[config.mk]
export PLATFORM = sky130hd
export DESIGN_NAME = pe_accum_f32
export DESIGN_NICKNAME = d
export VERILOG_FILES = /design/src/rtl/pe_accum_f32.sv
export SDC_FILE = /design/constraint.sdc
export NUM_CORES = 1
export LEC_CHECK = 0
export BUFFER_PORTS_ARGS = -buffer_cell sky130_fd_sc_hd__buf_2
export CAP_MARGIN = 20
export CELL_PAD_IN_SITES_DETAIL_PLACEMENT = 0
export CELL_PAD_IN_SITES_GLOBAL_PLACEMENT = 1
export CORE_UTILIZATION = 40
export CTS_CLUSTER_SIZE = 20
export DETAILED_ROUTE_END_ITERATION = 6
export HOLD_SLACK_MARGIN = 0.06
export PLACE_DENSITY = 0.77
export SETUP_SLACK_MARGIN = 0.05
export SLEW_MARGIN = 25
export SYNTH_ARGS = -nofsm -noshare
export SYNTH_HDL_FRONTEND = slang
export SYNTH_HIERARCHICAL = 1
export SYNTH_SLANG_ARGS = --single-unit
export TNS_END_PERCENT = 1
[constraint.sdc]
create_clock -name clk -period 185.2 [get_ports clk]
set_clock_uncertainty 0.15 [all_clocks]
set_input_delay 9.26 -clock clk [delete_from_list [all_inputs] [get_ports clk]]
set_output_delay 9.26 -clock clk [all_outputs]
set_load 0.005 [all_outputs]
[src/rtl/pe_accum_f32.sv]
`default_nettype none
// +----------------------------------------------------------------------------+
// | Module  : pe_accum_f32 (with combinational add_f32)                        |
// | Brief   : Sequential binary32 group accumulator with valid/ready handshake |
// | Rev     : 1.0 - initial release                                            |
// +----------------------------------------------------------------------------+

module add_f32 (
  input  logic [31:0] a,
  input  logic [31:0] b,
  output logic [31:0] sum
);
  logic        w_a_nan, w_b_nan, w_a_inf, w_b_inf, w_swap, w_sub, w_sticky, w_round_up;
  logic [31:0] w_big, w_sml;
  logic [7:0]  w_e_big, w_e_sml, w_diff;
  logic [26:0] w_m_big, w_m_sml, w_aligned, w_ones;
  logic [27:0] w_raw;
  logic [9:0]  w_exp;
  logic [24:0] w_mant;

  always_comb begin
    sum        = 32'd0;
    w_a_nan    = (a[30:23] == 8'hFF) && (a[22:0] != 23'd0);
    w_b_nan    = (b[30:23] == 8'hFF) && (b[22:0] != 23'd0);
    w_a_inf    = (a[30:23] == 8'hFF) && (a[22:0] == 23'd0);
    w_b_inf    = (b[30:23] == 8'hFF) && (b[22:0] == 23'd0);
    w_swap     = (b[30:0] > a[30:0]);
    w_big      = w_swap ? b : a;
    w_sml      = w_swap ? a : b;
    // Denormals use exponent 1 with no hidden bit; 3 extra bits carry guard/round/sticky.
    w_e_big    = (w_big[30:23] == 8'd0) ? 8'd1 : w_big[30:23];
    w_e_sml    = (w_sml[30:23] == 8'd0) ? 8'd1 : w_sml[30:23];
    w_m_big    = {(w_big[30:23] != 8'd0), w_big[22:0], 3'b000};
    w_m_sml    = {(w_sml[30:23] != 8'd0), w_sml[22:0], 3'b000};
    w_diff     = w_e_big - w_e_sml;
    w_ones     = '1;
    if (w_diff >= 8'd27) begin
      w_aligned = 27'd0;
      w_sticky  = |w_m_sml;
    end else begin
      w_aligned = w_m_sml >> w_diff;
      w_sticky  = |(w_m_sml & ~(w_ones << w_diff));
    end
    w_aligned[0] = w_aligned[0] | w_sticky;
    w_sub      = w_big[31] ^ w_sml[31];
    w_raw      = w_sub ? ({1'b0, w_m_big} - {1'b0, w_aligned})
                       : ({1'b0, w_m_big} + {1'b0, w_aligned});
    w_exp      = {2'b00, w_e_big};
    if (w_raw[27]) begin
      w_raw = {1'b0, w_raw[27:2], w_raw[1] | w_raw[0]};
      w_exp = w_exp + 10'd1;
    end else begin
      for (int i = 0; i < 26; i++) begin
        if (!w_raw[26] && (w_exp > 10'd1)) begin
          w_raw = w_raw << 1;
          w_exp = w_exp - 10'd1;
        end
      end
    end
    // Round to nearest, ties to even.
    w_round_up = w_raw[2] && (w_raw[1] || w_raw[0] || w_raw[3]);
    w_mant     = {1'b0, w_raw[26:3]} + {24'd0, w_round_up};
    if (w_mant[24]) begin
      w_mant = {1'b0, w_mant[24:1]};
      w_exp  = w_exp + 10'd1;
    end

    if (w_a_nan || w_b_nan || (w_a_inf && w_b_inf && (a[31] != b[31]))) begin
      sum = 32'h7FC0_0000;
    end else if (w_a_inf) begin
      sum = a;
    end else if (w_b_inf) begin
      sum = b;
    end else if (w_raw == 28'd0) begin
      sum = {a[31] & b[31], 31'd0};
    end else if (w_exp >= 10'd255) begin
      sum = {w_big[31], 8'hFF, 23'd0};
    end else if (!w_mant[23]) begin
      sum = {w_big[31], 8'd0, w_mant[22:0]};
    end else begin
      sum = {w_big[31], w_exp[7:0], w_mant[22:0]};
    end
  end
endmodule

module pe_accum_f32 #(
  parameter int WIDTH      = 32,
  parameter int COUNTWIDTH = 8
) (
  input  logic                  clk,
  input  logic                  rst,
  input  logic                  in_valid,
  output logic                  in_ready,
  input  logic [WIDTH-1:0]      in_data,
  input  logic                  in_last,
  output logic                  out_valid,
  input  logic                  out_ready,
  output logic [WIDTH-1:0]      out_data,
  output logic [COUNTWIDTH-1:0] out_count
);
  typedef enum logic [0:0] {
    ACCUM = 1'b0,
    DONE  = 1'b1
  } state_t;

  state_t                r_state, w_state_next;
  logic [WIDTH-1:0]      r_acc, w_acc_next, w_sum;
  logic [COUNTWIDTH-1:0] r_count, w_count_next;
  logic                  r_first, w_first_next, w_accept;

  add_f32 u_add (
    .a   (r_acc),
    .b   (in_data),
    .sum (w_sum)
  );

  always_ff @(posedge clk) begin
    if (rst) begin
      r_state <= ACCUM;
      r_acc   <= '0;
      r_count <= '0;
      r_first <= 1'b1;
    end else begin
      r_state <= w_state_next;
      r_acc   <= w_acc_next;
      r_count <= w_count_next;
      r_first <= w_first_next;
    end
  end

  always_comb begin
    w_state_next = r_state;
    w_acc_next   = r_acc;
    w_count_next = r_count;
    w_first_next = r_first;
    in_ready     = (r_state == ACCUM);
    out_valid    = (r_state == DONE);
    w_accept     = in_valid && in_ready;
    if (w_accept) begin
      // The first beat loads directly so single-beat groups are bit-exact.
      if (r_first) begin
        w_acc_next   = in_data;
        w_count_next = {{(COUNTWIDTH-1){1'b0}}, 1'b1};
        w_first_next = 1'b0;
      end else begin
        w_acc_next   = w_sum;
        if (r_count != {COUNTWIDTH{1'b1}}) begin
          w_count_next = r_count + 1'b1;
        end
      end
      if (in_last) begin
        w_state_next = DONE;
      end
    end
    if (out_valid && out_ready) begin
      w_state_next = ACCUM;
      w_first_next = 1'b1;
    end
  end

  assign out_data  = r_acc;
  assign out_count = r_count;
endmodule

`default_nettype wire

==> results.json <==
{
  "fp.dieArea_um2": 83500,
  "min_path_type": "reg2reg",
  "multi_input_area_um2": 30300,
  "place_congestion": 1.02,
  "numCtsBuffers": 5,
  "cp_top_family": "compound AO/OA/AOI/OAI gates",
  "drc": 0,
  "clock.fmax_mhz": 13.5,
  "final.min_clock_period_ns": 73.92,
  "synth_top_area_share_pct": 9.30,
  "cts.path.max_buffers": 2,
  "fin_tns_setup_ns": 0,
  "async_reset_ff_share_pct": 0,
  "critPathCapture": "out_data[25]",
  "cts_setup_buffers": 0,
  "die_h_um": 289,
  "hold_viol_final": 0,
  "maxSlewViolCount": 0,
  "synthCells": 5103,
  "timing.rr.start": "out_data[6]",
  "htreeDepth": 2,
  "reg2reg_to": "out_data[25]",
  "worst_slack_ns": 111.28,
  "grt_pass1_wl_um": 193000,
  "grt_max_degree": 77,
  "syn-cell-area_um2": 32900,
  "vias_per_cell": 6.42,
  "cp.depth": 236,
  "cts.sinks": 42,
  "cts_resized": 0,
  "cp_slowest_cell": "o21ai_2",
  "avgSynthCellArea_um2": 6.45,
  "grt_pass1_vias": 34000,
  "critPathMostFrequentCell": "ha_1",
  "cp.required_ns": 185.26,
  "startpoint": "in_data[6]",
  "ys_types": 141,
  "wl_um": 123000,
  "status": "complete, no violations",
  "synth-main-ff-cell": "dfxtp_1",
  "start_util_pct": 40.7,
  "post-dp-hpwl_um": 98600,
  "grt_setup_unrepaired": "no",
  "crit_path_max_incr_delay_ns": 0.85,
  "area_delta_synth_final_pct": 3.75,
  "first_pass_iters": 6,
  "coreArea_um2": 80900,
  "grt_usage_pct": 27.8,
  "final_nets": 5130,
  "worstPathMaxFanout": 44,
  "register_area_um2": 842,
  "cts.hold.buffers_added": 0,
  "finalSetupViolations": 0,
  "num-fill-cells": 8685,
  "row_count": 104,
  "synth_warnings": 6,
  "n_antenna_cell": 0,
  "arrival_ns": 73.98,
  "antenna_found_initial": 0,
  "die_x_um": 289,
  "cts-root-buf": "clkbuf_16",
  "holdWs_ns": 0.358,
  "synth_area_leaders": "mux2i_1 9.3%, nor2_1 7.1%, a21oi_1 7.1%",
  "worstSetupPathType": "in2reg",
  "reg2reg_depth": 236,
  "crit_buf_inv": 38,
  "synth_edf_count": 0,
  "drtAntennaViolNets": 0,
  "relSlewSlack_pct": 27.5,
  "port_buffers": 78,
  "vias": 38600,
  "max_slew.worst_pin.slew_ns": 1.08,
  "tritoncts": "yes",
  "io_pins": 79,
  "dpl_worst_slack_ns": 110.12,
  "worstSetupEndpointType": "flip-flop",
  "drive_gt1_share_pct": 10.3,
  "clkSlewWorstSetupHoldPaths_ns": 0.07,
  "maxCapViolations": 0,
  "synth_top_area_cell": "mux2i_1",
  "seq_area_frac_synth_pct": 2.55,
  "period_share_pct": 39.9,
  "syn_nets": 5286,
  "synth_seq_cells": 42,
  "grt_overflow": 0,
  "clk_latency_ns": 0.30,
  "startpoint_type": "input port",
  "wl_per_cell_um": 20.4,
  "drt_iter0_drc": 4065,
  "r2r_slack_ns": 119.61
}
[cell usage in the layout, fill, tap and decap left out, types with 21 or more instances in the layout]
master / instances
nor3_1: 139
o22ai_1: 23
nor2b_1: 25
o221ai_1: 23
and2_1: 80
nand2_1: 574
o21bai_1: 26
or2_2: 48
o21ai_0: 320
inv_1: 167
nor3b_1: 21
nor4_1: 63
dfxtp_1: 41
nand2b_1: 42
o211ai_1: 60
o21ai_1: 72
a221oi_1: 21
xor2_1: 46
nand4_1: 76
a21oi_1: 461
ha_1: 143
a211o_1: 22
a31oi_1: 63
nor2_1: 625
nand3_1: 121
or3_1: 53
a211oi_1: 98
mux2_2: 119
o21a_1: 54
and3_1: 55
xnor2_1: 129
or4_1: 22
mux2i_1: 306
buf_4: 53
a21o_1: 63
buf_2: 78
o31ai_1: 38
o31a_1: 23
[routing by layer]
| layer | wire length [µm] | global-route usage (%) | vias to the layer above |
|---|---|---|---|
| met2 | 52600 | 43.0 | 1560 |
| met3 | 8500 | 2.27 | 184 |
| met1 | 57700 | 40.7 | 18000 |
| met5 | 0 | 0 | - |
| met4 | 3870 | 8.03 | 0 |
| li1 | - | - | 18800 |
[worst min path at each step]
stage,start,to,slack (ns),depth (start not counted)
floorplan,out_count[1],out_count[1],0.32,2
global placement,out_count[1],out_count[1],0.34,2
detailed placement,out_count[1],out_count[1],0.34,2
CTS,out_count[1],out_count[1],0.35,2
global route,out_count[1],out_count[1],0.41,2
finish,out_count[1],out_count[1],0.36,2
[cells by family (layout without fill, tap and decap cells)]
group / after synthesis / in the layout / synth area share [%]
and+or+nand+nor: 2075 / 2075 / 31.0
AOI/OAI and AO/OA: 1737 / 1737 / 35.5
buffers and inverters: 477 / 322 / 6.00
muxes: 444 / 444 / 14.4
xor gates and xnor gates: 182 / 182 / 4.98
adders and majority gates: 146 / 146 / 5.59
DFF: 42 / 42 / 2.55
[sequential cells by signal, indices dropped and copies added, names as in the netlist]
signal and count:
out_data 32, out_count 8, r_first 1, out_valid 1
[Yosys cell counts, types with 64 or more instances]
cell and n:
inv_1 167, nor2_1 626, mux2_2 119, a211oi_1 99
nand4_1 76, nand2_1 574, mux2i_1 306, nand3_1 121
nor4_1 64, a21oi_1 466, o21ai_1 81, ha_1 144
and2_1 80, xnor2_1 130, o21ai_0 321, clkbuf_1 184
nor3_1 139
[worst min-delay path, delay by kind of cell (launching register included)]
kind | cells | cell delay [ns]
compound gates | 1 | 0.05
simple gates | 1 | 0.07
flops | 1 | 0.35
[through the flow]
step / utilization [%] / cell area, µm² / instances
after CTS: 42.1 / 34100 / 6006
after detailed placement: 41.9 / 33900 / 5998
after floorplan: - / 32900 / 5103
final: 42.2 / 34200 / 6008
after global routing: 42.2 / 34200 / 6008
after global placement: 41.9 / 33900 / 5998
[cell type report]
type,instances,share of cell area (%)
tap,1060,3.88
multi-input combinational,4584,88.8
timing repair buffer,133,2.47
inverter,181,1.99
sequential,42,2.46
clock buffer,5,0.366
clock inverter,3,0.0732
Power is left out: the tool's default activity adds up to more than one toggle a clock period on the data nets, which glitch-free logic cannot reach.
